<file path="config.mk">
export PLATFORM = sky130hd
export DESIGN_NAME = blk_4bfc00
export DESIGN_NICKNAME = d
export VERILOG_FILES = /design/src/rtl/blk_4bfc00.sv
export SDC_FILE = /design/constraint.sdc
export NUM_CORES = 1
export LEC_CHECK = 0
export CORE_ASPECT_RATIO = 0.7
export CORE_MARGIN = 2
export CORE_UTILIZATION = 58
export CTS_CLUSTER_SIZE = 16
export DETAILED_ROUTE_END_ITERATION = 8
export PLACE_DENSITY = 0.75
export REMOVE_ABC_BUFFERS = 1
export SLEW_MARGIN = 10
export SYNTH_ARGS = -nofsm -noshare
export SYNTH_HDL_FRONTEND = slang
export SYNTH_SLANG_ARGS = --single-unit
</file>
<file path="constraint.sdc">
create_clock -name clk -period 3.83 [get_ports clk]
set_clock_uncertainty 0.15 [all_clocks]
set_input_delay 0.5745 -clock clk [delete_from_list [all_inputs] [get_ports clk]]
set_output_delay 0.5745 -clock clk [all_outputs]
set_load 0.02 [all_outputs]
</file>
<file path="src/rtl/blk_4bfc00.sv">
// Weight replay buffer: captures one full weight pass from the source stream, then
// replays it REPEAT times to the value linear stage before accepting the next tile.
module blk_4bfc00 #(
  parameter int WEIGHT_PRECISION_0       = 16,
  parameter int WEIGHT_TENSOR_SIZE_DIM_0 = 32,
  parameter int WEIGHT_PARALLELISM_DIM_0 = 1,
  parameter int WEIGHT_PARALLELISM_DIM_1 = 1,
  parameter int REPEAT                   = 4,
  localparam int PAR = WEIGHT_PARALLELISM_DIM_0 * WEIGHT_PARALLELISM_DIM_1
) (
  input  logic                                   clk,
  input  logic                                   rst,
  input  logic [PAR-1:0][WEIGHT_PRECISION_0-1:0] data_in,
  input  logic                                   data_in_valid,
  output logic                                   data_in_ready,
  output logic [PAR-1:0][WEIGHT_PRECISION_0-1:0] data_out,
  output logic                                   data_out_valid,
  input  logic                                   data_out_ready,
  output logic                                   data_out_last
);

  localparam int DEPTH = WEIGHT_TENSOR_SIZE_DIM_0 / WEIGHT_PARALLELISM_DIM_0;
  localparam int PW    = $clog2(DEPTH) + 1;
  localparam int RW    = $clog2(REPEAT) + 1;
  localparam int AW    = (DEPTH > 1) ? $clog2(DEPTH) : 1;
  localparam int MEM_N = 1 << AW;

  localparam logic [PW-1:0] LAST_BEAT = PW'(DEPTH - 1);
  localparam logic [RW-1:0] LAST_REP  = RW'(REPEAT - 1);

  typedef enum logic {FILL, REPLAY} state_t;
  typedef logic [PAR-1:0][WEIGHT_PRECISION_0-1:0] beat_t;

  state_t        state;
  logic [PW-1:0] wr_ptr;
  logic [PW-1:0] rd_ptr;
  logic [RW-1:0] rep_cnt;
  logic          in_ready;
  logic          out_valid;
  beat_t         mem [MEM_N];

  logic in_fire;
  logic out_fire;
  logic at_last_beat;

  assign in_fire      = data_in_valid && in_ready;
  assign out_fire     = out_valid && data_out_ready;
  assign at_last_beat = (rd_ptr == LAST_BEAT);

  assign data_in_ready  = in_ready;
  assign data_out_valid = out_valid;
  assign data_out_last  = out_valid && at_last_beat && (rep_cnt == LAST_REP);
  // Storage is not cleared, so gate the read to present zero outside REPLAY.
  assign data_out       = out_valid ? mem[rd_ptr[AW-1:0]] : '0;

  // NOTE: storage has no reset; clearing it would only cost flops, since every
  // entry is rewritten by a complete fill before it can be replayed.
  always_ff @(posedge clk) begin
    if (in_fire) mem[wr_ptr[AW-1:0]] <= data_in;
  end

  // NOTE: every register here is updated with <= so all reads see the pre-edge values.
  always_ff @(posedge clk or negedge rst) begin
    if (!rst) begin
      state     <= FILL;
      wr_ptr    <= '0;
      rd_ptr    <= '0;
      rep_cnt   <= '0;
      in_ready  <= 1'b0;
      out_valid <= 1'b0;
    end else begin
      case (state)
        FILL: begin
          in_ready <= 1'b1;
          if (in_fire) begin
            if (wr_ptr == LAST_BEAT) begin
              wr_ptr    <= '0;
              rd_ptr    <= '0;
              rep_cnt   <= '0;
              state     <= REPLAY;
              in_ready  <= 1'b0;
              out_valid <= 1'b1;
            end else begin
              wr_ptr <= wr_ptr + 1'b1;
            end
          end
        end
        REPLAY: begin
          if (out_fire) begin
            if (data_out_last) begin
              state     <= FILL;
              rd_ptr    <= '0;
              rep_cnt   <= '0;
              out_valid <= 1'b0;
              in_ready  <= 1'b1;
            end else if (at_last_beat) begin
              rd_ptr  <= '0;
              rep_cnt <= rep_cnt + 1'b1;
            end else begin
              rd_ptr <= rd_ptr + 1'b1;
            end
          end
        end
        default: state <= FILL;
      endcase
    end
  end

endmodule

</file>
==> summary.txt, run 1 <==
Vias per cell = 6.368
Post-synthesis xor/xnor area fraction = 0.002087
Ratio of cells with drive above 1 in the final layout = 0.2298
Routed vias = 10845
Most frequent cells in the layout = 512 x edfxtp_1, 80 x mux4_2, 76 x buf_4
Initial Utilization = 0.5864
Largest net degree at the start of global routing = 39
Clk pin slew, worst setup/hold paths = 0.06 ns
Gr usage total = 0.2551
Setup violations, final = 0
RSZ-0062 raised after global routing = false
First-pass GRT wire length = 69170 µm
IO buf count = 38
Pwr/cell area = 551.8 nW/µm²
Primary FF master, synth = edfxtp_1
Arrival time of the worst setup path = 3.00 ns
Final HPWL DP = 27960 µm
CP Max Fanout = 14
Fmax = 268.5 MHz
Crit start category = flop
Initial DRT Pass Iterations = 6
Fin Setup TNS = 0 ns
Max cap viols = 0
Die area = 37730 µm²
Synthesized instance count = 1078
Worst EP required = 3.11 ns
Seq/Total Area, Yosys = 0.7543
Core Rows = 58
Cell Area, Synth = 20980 µm²
WL/cell = 27.72 µm
Min-Delay Path Class = primary input to async pin
Die width = 231.3 µm
Most common cell after layout, fill and taps aside = edfxtp_1
Final period utilization = 0.9725
Post-synthesis mux area share = 0.1447
Synth Area in Compound Gates = 0.04026
Layout overhead on the synthesized area = 14.04%
CTS buffer count = 47
FFs w/ async S/R, synth = 0.03396
Iteration-0 DRC Markers = 1316
Maximum vdd drop = 0.0003903 V
Post-detailed-route count of antenna-violating nets = 0
Routed WL = 47210 µm
DRC = 0
Root Driver = clkbuf_16
Clock latency on the worst-skew pair = 0.56 ns
Yosys reg bits = 530
Largest family of logic cells by synthesized area = multiplexers
Post-synthesis adder-cell area fraction = 0.003578
Syn avg cell area = 19.46 µm²
Slew margin rel. = 0.4502
Syn. warnings = 0
Final min period = 3.725 ns
I/O Pins = 39
Number of flops mapped to enable cells by yosys = 512
# nets final = 1217
Antenna violations before repair = 0
Ant. Diodes = 0
TritonCTS clock tree = yes
Max-slew violation count = 0
CTS max path bufs = 3
Outcome = finished clean
Hold Vio Cnt, Final = 0
CP Class = flop to output port
Netlist cell types = 47
H-tree levels = 2
Hold WS = 0.3318 ns
Worst-Margin Slew = 0.8222 ns
Placer Congestion = 0.8302
CP endpoint kind = output port
Total grt overflow = 0
Core ar. = 35780 µm²
Simple-gate share of the synthesized area = 0.03554
Die H = 163.1 µm
Vias in the first global route = 10700
Leakage power = 7.612 nW
CTS Sinks = 530
## routing by layer
| layer | track usage | up-vias | share of wire |
|---|---|---|---|
| met1 | 0.3852 | 5574 | 0.42 |
| met3 | 0.06564 | 71 | 0.11 |
| met2 | 0.3759 | 593 | 0.45 |
| met4 | 0.06481 | 0 | 0.019 |
| met5 | 0 | - | 0 |
| li1 | - | 4607 | - |
## sequential cells by signal, summed over array words and instances, names as in the netlist
name            cells
data_in_ready       1
data_out_valid      1
mem               512
rd_ptr              6
rep_cnt             3
state               1
wr_ptr              6
## cells in the mapped netlist, drive strengths merged, types with 5 or more instances
library cell  number  area [µm²]
nand2             28       105.1
a21oi              5       25.02
nor3              20       100.1
mux2              80       904.6
o21ai             24       120.1
a221oi            16       140.1
a211oi            16       120.1
dfrtp             18       450.4
buf               40       280.3
o311a             16       160.2
nor2              58       217.7
o211ai            17       127.6
nor2b             17       106.4
ha                 6       75.07
mux4              80        1802
inv                8       30.03
edfxtp           512       15370
nand3             11       67.57
mux2i             33       330.3
clkbuf            25       95.09
o22ai             17       106.4
## metrics by stage
step / power, mW / util / instances / setup slack [ns] / area (µm²)
3_3_place_gp: 8.873 / 0.6246 / 1616 / 0.2240 / 22350
3_5_place_dp: 8.925 / 0.6246 / 1616 / 0.1927 / 22350
2_1_floorplan: 8.038 / - / 1013 / -3.731 / 20600
6_report: 13.20 / 0.6688 / 1703 / 0.1054 / 23930
4_1_cts: 13.23 / 0.6685 / 1703 / 0.006795 / 23920
5_1_grt: 13.59 / 0.6688 / 1703 / 0.01266 / 23930
## path summary, 6_finish.rpt
kind	start	endpoint	slack [ns]	cells past startpoint
min in group clk	rep_cnt[0]$_DFFE_PN0P_	rep_cnt[0]$_DFFE_PN0P_	0.33	1
worst max register to register	rd_ptr[0]$_DFFE_PN0P_	data_in_ready$_DFFE_PN0P_	1.41	8
worst min register to register	rep_cnt[0]$_DFFE_PN0P_	rep_cnt[0]$_DFFE_PN0P_	0.33	1
worst max-delay path	rd_ptr[0]$_DFFE_PN0P_	data_out[13]	0.11	7
max in group asynchronous	rst	rd_ptr[0]$_DFFE_PN0P_	2.60	1
worst min-delay path	rst	data_in_ready$_DFFE_PN0P_	0.33	1
## final cells by class
class,instances,area (µm²)
fill,2252,11850
clock buffer,61,1229
inverter,9,36.28
multi-input combinational,474,4877
sequential,530,15840
clock inverter,20,128.9
timing repair buffer,129,1220
tap,480,600.6
## cells by family (layout without fill, tap and decap cells)
logic type,Yosys count,after routing
xor gates and xnor gates,5,5
muxes,193,193
and+or+nand+nor,154,154
buffers and inverters,74,219
AOI/OAI and AO/OA,116,116
adders and majority gates,6,6
DFF,530,530
## critical path, stage by stage (launching register included)
cell           delay (ns)
dfrtp_4              0.46
buf_12               0.16
buf_12               0.18
mux4_2               0.57
mux2i_4              0.25
nor2_1               0.07
o311a_1              0.39
dlygate4sd2_1        0.34
## power by group
| group | switching, mW | internal [mW] |
|---|---|---|
| clock network | 2.00 | 2.32 |
| logic | 1.20 | 0.691 |
| registers | 0.228 | 6.76 |
## repair_timing
item,in CTS,in global routing
hold buffers,0,0
gates resized for setup,52,2
buffers inserted,6,0
setup endpoints to repair,17,1
pin swaps,1,0
Note: power is estimated with default switching activity, not from simulation.
==> run 2, diff against run 1 <==
==> constraint.sdc (replaced) <==
create_clock -name clk -period 3.83 [get_ports clk]
set_clock_uncertainty 0.15 [all_clocks]
set_input_delay 0.383 -clock clk [delete_from_list [all_inputs] [get_ports clk]]
set_output_delay 0.383 -clock clk [all_outputs]
set_load 0.02 [all_outputs]
==> run 2 against run 1 <==
  * First-iteration DRC count is 21% higher
  * Count of clock-buffer cells in the layout grew 3
  * Die area unchanged
  * Worst hold slack got worse by 0.21 ns
  * Via count rose by 0.44%
  * Worst setup slack worse by 0.064 ns
  * Global-route usage increased by 0.47 points
  * Register-to-register slack better by 0.19 ns
  * Combinational power is essentially flat
  * Maximum frequency shrank 1.7%
  * Core utilization rose by 0.31 points
==> summary.txt, run 2 (synthesis gave the netlist of run 1 again) <==
Outcome = finished clean
Iteration-0 DRC Markers = 1598
Max-slew violation count = 0
# nets final = 1216
Initial DRT Pass Iterations = 6
Core ar. = 35780 µm²
Sequential share of power = 0.511
Switching share of power = 0.2551
Setup violations, final = 0
Max cap viols = 0
Comb pwr share = 0.140
Die area = 37730 µm²
CTS max path bufs = 3
Total grt overflow = 0
I/O Pins = 39
Worst-Margin Slew = 1.254 ns
Crit start category = flop
Routed WL = 47750 µm
Clock share of power = 0.349
Min-Delay Path Class = primary input to async pin
Worst r2r src = wr_ptr[0]$_DFFE_PN0P_
Core Rows = 58
Placer Congestion = 0.8002
Die H = 163.1 µm
CP Max Fanout = 13
Clock latency on the worst-skew pair = 0.56 ns
Slew margin rel. = 0.1614
Fin util = 0.6719
Cell-internal power = 10.16 mW
Post-detailed-route count of antenna-violating nets = 0
WL/cell = 27.95 µm
Arrival time of the worst setup path = 3.26 ns
Final HPWL DP = 27860 µm
RSZ-0062 raised after global routing = false
Pwr/cell area = 567.2 nW/µm²
Vias in the first global route = 10799
H-tree levels = 2
Critical R2R Capture = mem[22][1]$_DFFE_PP_
Pwr Total = 13.63 mW
NetSw = 3.478 mW
Leakage power = 7.666 nW
Reg2reg setup slack = 1.60 ns
IO buf count = 38
CTS buffer count = 48
DRC = 0
Largest net degree at the start of global routing = 41
Clk pin slew, worst setup/hold paths = 0.07 ns
Initial Utilization = 0.5864
Max reg flops = 512
Die width = 231.3 µm
Gr usage total = 0.2597
Most common cell after layout, fill and taps aside = edfxtp_1
Maximum vdd drop = 0.0004843 V
TritonCTS clock tree = yes
Reg2Reg Depth = 6
Hold Vio Cnt, Final = 0
CP Class = flop to output port
# hold bufs at CTS = 0
Vias per cell = 6.378
Worst EP required = 3.30 ns
CTS Sinks = 530
Final period utilization = 0.9892
CP endpoint kind = output port
Layout overhead on the synthesized area = 14.58%
Fmax = 263.9 MHz
First-pass GRT wire length = 70420 µm
Antenna violations before repair = 1
Most frequent cells in the layout = 512 x edfxtp_1, 80 x mux4_2, 74 x buf_4
Routed vias = 10893
Root Driver = clkbuf_16
Final min period = 3.789 ns
Ratio of cells with drive above 1 in the final layout = 0.2372
## run 2: cell types whose count changed in the layout (fill, tap and decap cells not counted), moves of 3 or more
cell,delta
a221oi_1,+3
a221oi_2,-3
buf_2,+9
bufinv_16,+4
clkbuf_16,+4
clkdlybuf4s50_1,+3
dlygate4sd2_1,-14
mux2i_1,+7
mux2i_2,-4
mux2i_4,-3
## run 2: worst max path at each step
stage / from / endpoint / slack [ns] / cells after the start
2_1_floorplan: rd_ptr[0]$_DFFE_PN0P_ / data_out[0] / -3.54 / 4
3_3_place_gp: rd_ptr[0]$_DFFE_PN0P_ / data_out[3] / 0.17 / 6
3_5_place_dp: rd_ptr[0]$_DFFE_PN0P_ / data_out[3] / 0.22 / 6
4_1_cts: rd_ptr[0]$_DFFE_PN0P_ / data_out[14] / 0.0006 / 7
5_1_grt: rd_ptr[0]$_DFFE_PN0P_ / data_out[10] / 0.0005 / 6
6_report: rd_ptr[0]$_DFFE_PN0P_ / data_out[11] / 0.04 / 7
## run 2: timing repair
item                       CTS  global route
hold endpoints to repair     0             0
resized for setup           11            18
setup endpoints to repair   16            13
setup buffers                9             2
cloned                       0             2
## run 2: routing by layer
metal  GRT usage  up-vias  wire length, µm
met5           0        -                8
met4     0.07302        2             1169
met3     0.07158       88             4779
met2      0.3794      525            21260
met1      0.3893     5678            20530
li1            -     4600                -
## run 2: cell type report
type	instances	area (µm²)
clock inverter	23	247.7
sequential	530	15840
timing repair buffer	127	1206
tap	480	600.6
clock buffer	64	1292
multi-input combinational	474	4818
fill	2229	11740
antenna	1	2.502
inverter	9	36.28
## run 2: per-stage QoR
step | instance area [µm²] | hold slack (ns) | worst slack [ns] | cells | setup TNS, ns
after floorplan | 20600 | -0.06259 | -3.539 | 1013 | -98.21
after global placement | 22300 | 0.3149 | 0.1730 | 1607 | 0
after detailed placement | 22300 | 0.3392 | 0.2167 | 1607 | 0
after CTS | 23950 | 0.1332 | 0.0006415 | 1703 | 0
after global routing | 24040 | 0.1934 | 0.0005009 | 1707 | 0
final | 24040 | 0.1265 | 0.04132 | 1708 | 0
## run 2: critical path: stages, from the launching register on
cell and delay, ns:
dfrtp_4 0.57, buf_12 0.14, buf_12 0.15, mux4_2 0.52, mux2i_2 0.29, nor2_1 0.12
o311a_1 0.35, clkdlybuf4s50_1 0.54
## run 2: power by group through the flow
| stage | registers, mW | clock network [mW] | logic, mW |
|---|---|---|---|
| finish | 6.97 | 4.76 | 1.91 |
| global route | 7.00 | 5.05 | 2.02 |
| CTS | 6.97 | 4.81 | 1.86 |
| detailed placement | 7.09 | 0 | 1.83 |
| global placement | 7.07 | 0 | 1.80 |
| floorplan | 7.10 | 0 | 0.939 |
